<file path="src/rtl/table_sweep_ctrl.sv">
// table_sweep_ctrl: on-chip self-check sequencer for the 3-input truth-table
// block. It walks {w,x,y} through 0..7, waits SETTLE_CYC cycles after each
// vector, samples z into tt and grades the result against EXP_TT.
module table_sweep_ctrl #(
  parameter int unsigned SETTLE_CYC = 2,
  parameter logic [7:0]  EXP_TT     = 8'h80
) (
  input  logic       clk,
  input  logic       rst_n,
  input  logic       start,
  input  logic       abort,
  input  logic       z_in,
  output logic       w_out,
  output logic       x_out,
  output logic       y_out,
  output logic       busy,
  output logic       done,
  output logic       pass,
  output logic [7:0] tt,
  output logic [2:0] first_fail
);

  localparam int unsigned CNT_W = 4;
  localparam int unsigned IDX_W = 3;
  localparam int unsigned TT_W  = 8;

  // SETTLE is skipped entirely when SETTLE_CYC is 0, so the load value only
  // matters for non-zero settings; clamp it to avoid an underflowed constant.
  localparam logic [CNT_W-1:0] SETTLE_LOAD =
    (SETTLE_CYC > 0) ? CNT_W'(SETTLE_CYC - 1) : '0;
  localparam bit HAS_SETTLE = (SETTLE_CYC > 0);

  typedef enum logic [2:0] {
    IDLE   = 3'd0,
    DRIVE  = 3'd1,
    SETTLE = 3'd2,
    SAMPLE = 3'd3,
    FINISH = 3'd4
  } state_t;

  state_t           state;
  logic [IDX_W-1:0] idx;
  logic [CNT_W-1:0] settle_cnt;
  logic [TT_W-1:0]  diff_c;
  logic [IDX_W-1:0] first_fail_c;

  // Lowest index where the captured table disagrees with the expected one.
  always_comb begin
    diff_c       = tt ^ EXP_TT;
    first_fail_c = '0;
    for (int i = TT_W - 1; i >= 0; i--) begin
      if (diff_c[i]) first_fail_c = IDX_W'(i);
    end
  end

  // Sweep FSM with registered drives, status and results.
  always_ff @(posedge clk or negedge rst_n) begin
    if (!rst_n) begin
      state      <= IDLE;
      idx        <= '0;
      settle_cnt <= '0;
      w_out      <= 1'b0;
      x_out      <= 1'b0;
      y_out      <= 1'b0;
      busy       <= 1'b0;
      done       <= 1'b0;
      pass       <= 1'b0;
      tt         <= '0;
      first_fail <= '0;
    end else begin
      done <= 1'b0;
      if (abort && (state != IDLE)) begin
        // Cancel: keep partial tt, drop drives and verdict, no done pulse.
        state <= IDLE;
        busy  <= 1'b0;
        pass  <= 1'b0;
        w_out <= 1'b0;
        x_out <= 1'b0;
        y_out <= 1'b0;
      end else begin
        case (state)
          IDLE: begin
            if (start && !abort) begin
              state      <= DRIVE;
              idx        <= '0;
              tt         <= '0;
              pass       <= 1'b0;
              first_fail <= '0;
              busy       <= 1'b1;
            end
          end
          DRIVE: begin
            {w_out, x_out, y_out} <= idx;
            settle_cnt            <= SETTLE_LOAD;
            state                 <= HAS_SETTLE ? SETTLE : SAMPLE;
          end
          SETTLE: begin
            if (settle_cnt == '0) begin
              state <= SAMPLE;
            end else begin
              settle_cnt <= settle_cnt - CNT_W'(1);
            end
          end
          SAMPLE: begin
            tt[idx] <= z_in;
            if (idx == IDX_W'(7)) begin
              state <= FINISH;
              busy  <= 1'b0;
            end else begin
              idx   <= idx + IDX_W'(1);
              state <= DRIVE;
            end
          end
          FINISH: begin
            done       <= 1'b1;
            pass       <= (tt == EXP_TT);
            first_fail <= first_fail_c;
            state      <= IDLE;
          end
          default: state <= IDLE;
        endcase
      end
    end
  end

endmodule

</file>
<file path="config.mk">
export PLATFORM = sky130hd
export DESIGN_NAME = table_sweep_ctrl
export DESIGN_NICKNAME = d
export VERILOG_FILES = /design/src/rtl/table_sweep_ctrl.sv
export SDC_FILE = /design/constraint.sdc
export NUM_CORES = 1
export LEC_CHECK = 0
export CAP_MARGIN = 15
export CORE_MARGIN = 1
export CORE_UTILIZATION = 38
export CTS_BUF_LIST = sky130_fd_sc_hd__clkbuf_4
export DETAILED_ROUTE_END_ITERATION = 8
export SLEW_MARGIN = 15
export SYNTH_ARGS = -nofsm -noshare
export SYNTH_HDL_FRONTEND = slang
export SYNTH_SLANG_ARGS = --single-unit
</file>
<file path="constraint.sdc">
create_clock -name clk -period 2.06 [get_ports clk]
set_input_delay 0.412 -clock clk [delete_from_list [all_inputs] [get_ports clk]]
set_output_delay 0.412 -clock clk [all_outputs]
set_load 0.05 [all_outputs]
</file>
---- After elaboration in Yosys (flattened, before gate mapping) ----
Index checks and enable logic that the tools add are counted.
storage, ports and cells
  output and inout bits ................... 17
  bits of input ports ..................... 5
  word-level logic and storage cells ...... 87
  register bits ........................... 27
cells by class
  $add $sub $neg .......................... 2
  mux-type cells .......................... 39
  reductions and logical operators ........ 20
  equal/unequal tests ..................... 12
  magnitude comparators ................... 2
  bitwise logic cells ..................... 1
operator list
  kind                                                 count
  two-way mux 3 bit                                    14
  case mux 8 bit (2 select lines)                      1
  two-way mux 1 bit                                    14
  case mux 3 bit (2 select lines)                      2
  case mux 3 bit (4 select lines)                      1
  AND reduction 3 bit                                  4
  inequality test 3 bit (second input constant)        3
  nonzero test 3 bit                                   3
  bitwise mux 8 bit                                    1
  == test 8 bit (second input constant)                1
  two-way mux 8 bit                                    1
  case mux 4 bit (2 select lines)                      1
  nonzero test 2 bit                                   4
  == test 3 x 2 -> 1 bit (second input constant)       2
  == test 3 bit (second input constant)                2
  inequality test 2 bit (second input constant)        3
  logical NOT 4 bit                                    1
  < comparator 3 x 4 -> 1 bit (second input constant)  1
  two-way mux 4 bit                                    1
  case mux 1 bit (2 select lines)                      2
  AND reduction 2 bit                                  2
  AND reduction 4 bit                                  1
  subtractor 4 x 1 -> 4 bit (second input constant)    1
  adder 3 x 1 -> 3 bit (second input constant)         1
  other kinds (7)                                      9

---- Depth between registers and ports, before layout ----
  depth after elaboration ................. 9
  gate-level depth with buffers ........... 5
  mapped depth without buffers ............ 5

---- Worst setup path before layout ----
No wires, ideal clock.
  path type ............................... register -> register
  from .................................... register idx[0]
  to ...................................... register idx[0]
  cell stages (with the launch flop) ...... 6
  path slack .............................. 495 ps
  data required time ...................... 1,935 ps
  library setup time ...................... 125 ps
  buffers on the path ..................... 0
  clock period less this slack ............ 1,565 ps
  arrival ................................. 1,440 ps
  cells stage by stage .................... dfrtp_1 > ha_1 > ha_1 > nand3b_1 > a21o_1 > mux2_2
between the ends
  cells in the longest elaborated chain, start to end .. 3
  elaborated cells between the ends (all ways) .. 6
  those cells by class .................... 1 x add/sub; 2 x eq/ne; 2 x mux; 1 x reduce/logical
RTL lines
  element                                                                 line      text
  start: declaration                                                      42        logic [IDX_W-1:0] idx;
  start signal: assignment                                                110       idx <= idx + IDX_W'(1);
  adder 3 x 1 -> 3 bit or == test 3 bit (tied branches)                   110, 106
  two-way mux 3 bit or inequality test 2 bit (tied branches)              -
  case mux 3 bit (2 select lines) or AND reduction 4 bit (tied branches)  -
Parallel ways exist; a longest one is shown, timed or not. The select of a mux whose other input is x is not followed.
A chain may end at the register's enable or synchronous reset.

---- Worst setup path after layout ----
  from .................................... register tt[1]
  to ...................................... output port tt[1]
RTL lines
  element                           line  text
  start: declaration                19    output logic [7:0] tt,
  start signal: indexed assignment  105   tt[idx] <= z_in;
No word-level cell between the ends.

==> reports/results.ini <==
[status]
status=finished clean

[yosys]
synth-seq-cells=27
synth-simple-area-share_pct=23.53
synth_cell_types=47
synth_edf_count=0
synth_xor_area_share_pct=0
synthArstFlopShare_pct=100.0
synthAdderAreaFrac_pct=2.417
syn_avg_cell_area_um2=9.526
yosys_warnings=0
synth.area.mux_share_pct=0.7252
syn_nets=171
yosys_most_used_dff=dfrtp_1
yosysTopAreaCell=dfrtp_1
synth_top_family_by_area=compound AO/OA/AOI/OAI gates
netlist.area_leader.share_pct=43.51
ys_top_cells_by_area=dfrtp_1, inv_1, o221ai_1
synth_compound_area_share_pct=23.61
synthCells=163
ys_seq_area_share_pct=43.51
syn_area_mm2=0.001553

[detailed_routing]
avgRoutedWirePerCell_um=15.43
antenna_left=0
viasPerCell=5.855
route.vias.total=1376
first_pass_iters=4
drc=0
routed_wl_mm=3.625
drtIter0Drc=80

[final_layout]
final_common_cell=dfrtp_1
mostFrequentLayoutCells=dfrtp_1, clkdlybuf4s50_1, inv_1, o21ai_0
final_core_util_pct=49.44
diodes=0
fin_nets=196
instances_no_fill=235
drive_gt1_share_pct=12.30
synthToLayoutAreaGrowth_pct=20.95
fillers=358

[die]
die_h_um=65.93
rows=22
die_area_mm2=0.004346
pin_count=22
chipWidth_um=65.93
initial_utilization_pct=40.88
core_mm2=0.003799

[setup_path]
r2r_end=idx[0]$_DFFE_PN0P_
crit_required_ps=1650
path_cells=clkdlybuf4s50_1
r2r_slack_ps=350
critPathBufInv=1
critPathKind=reg -> out
crit_slowest_cell=clkdlybuf4s50_1
worstPathArrival_ps=1580
cp-end-kind=primary output
ff2ff_path_depth=5
crit_path_max_fanout=4
worstSetupStartpointType=register
r2r-start=idx[0]$_DFFE_PN0P_
startpoint=tt[1]$_DFFE_PN0P_
slowest_delay_ps=820
cpLargestDelayFamily=buffers and inverters

[clock_tree]
cts_tree=built
cts_setup_buffers=0
path_clk_slew_ps=140
h-tree-depth=1
holdBufCountCts=0
numCtsBuffers=3
clock_path_buffers=2
clock_latency_ps=330
cts_sinks=27
cts-root-buf=clkbuf_4

[sta]
skew_ps=4.114
tightest_slew_ps=509.0
finalMaxSlewViolations=0
slew_headroom_pct=65.96
fin_ws_ps=70.15
grt_setup_unrepaired=no
final-hold-violation-count=0
final.min_clock_period_ps=1990
setup_viol=0
fmax_mhz=502.6
post-route-period-util_pct=96.59
fin_setup_tns_ps=0

[run]
cap_violations=0

[placed_design]
post-place-ws_ps=88.29
placed_cells=231
hpwl_mm=2.654
gp_congestion=0.8386
portBuffers=21

[power]
vdd_drop_max_v=0.0002683
leakagePower_uw=0.0008819
powerDensity_mw_per_mm2=667.2
power_uw=1253

[worst_hold_path]
hp-class=in -> async

[grt]
grt_pass1_wl_mm=6.396
grt_use_total_pct=19.33
grt_start_max_net_pins=28
grt_pass1_vias=1359
grt_overflow=0
antenna_found_initial=0

==> metrics by stage <==
| step | area (um^2) | hold slack, ps |
|---|---|---|
| 3_5_place_dp | 1836 | 478.9 |
| 6_report | 1878 | 434.8 |
| 3_3_place_gp | 1836 | 472.4 |
| 2_1_floorplan | 1553 | 116.4 |
| 5_1_grt | 1878 | 468.8 |
| 4_1_cts | 1866 | 452.7 |
==> power by group <==
| part | internal (uW) | leakage (uW) | switching [uW] |
|---|---|---|---|
| Clock | 89.2 | 0.0000184 | 159 |
| Combinational | 152 | 0.000501 | 196 |
| Sequential | 583 | 0.000363 | 73.4 |
==> worst register-to-register path, stage by stage (launching register included) <==
cell,delay [ps]
dfrtp_1,500
ha_1,240
ha_1,200
nand3b_1,180
a21o_1,220
mux2_2,270
==> synth_stat cells (2+ instances only) <==
library cell / number
a21o_1: 2
a21oi_1: 3
a221oi_1: 4
a22o_1: 3
a31oi_1: 2
and3_1: 2
and3b_1: 4
buf_2: 2
clkbuf_1: 4
dfrtp_1: 27
ha_1: 3
inv_1: 15
nand2_1: 7
nand2b_1: 7
nand4_1: 2
nor2_1: 7
nor2b_1: 7
nor3_1: 5
nor4_1: 2
o211ai_1: 6
o21ai_0: 8
o21bai_1: 2
o221ai_1: 6
o22ai_1: 5
o2bb2ai_1: 2
or2_2: 2
or3b_2: 3
or4_4: 2
==> logic make-up after synthesis <==
logic type | count (synthesis)
compound gates | 50
fa+ha+maj | 3
buf+inv | 23
flops | 27
mux | 1
simple gates | 59
==> flip-flops by register name (all words and copies together), names as in the netlist <==
| register | count |
|---|---|
| tt | 8 |
| settle_cnt | 4 |
| first_fail | 3 |
| idx | 3 |
| state | 3 |
| busy | 1 |
| done | 1 |
| pass | 1 |
| w_out | 1 |
| x_out | 1 |
| y_out | 1 |
==> metal layers <==
layer | part of all wire (%) | wire length, um | track usage (%) | up-vias
met2 | 46 | 1665 | 30.23 | 47
met3 | 5.8 | 210 | 3.103 | 5
li1 | - | - | - | 655
met4 | 1.5 | 53 | 7.337 | 0
met5 | 0 | 0 | 0 | -
met1 | 47 | 1696 | 26.54 | 669
==> how the worst max path moves through the flow <==
stage	to	cells after the start
2_1_floorplan	idx[0]$_DFFE_PN0P_	5
3_3_place_gp	idx[0]$_DFFE_PN0P_	4
3_5_place_dp	tt[1]$_DFFE_PN0P_	4
4_1_cts	tt[6]	1
5_1_grt	tt[1]	1
6_report	tt[1]	1
==> area by class of cell <==
type	instances	area, um^2	share of cell area, %
inverter	15	56.30	2.998
tap	48	60.06	3.198
clock buffer	4	30.03	1.599
multi-input combinational	113	780.7	41.57
timing repair buffer	28	275.3	14.66
sequential	27	675.6	35.98
==> what timing repair did <==
item                       CTS  global route
setup endpoints to repair    0             5
hold endpoints to repair     0             0
resized for setup            0             5
(Power assumes the default switching activity.)
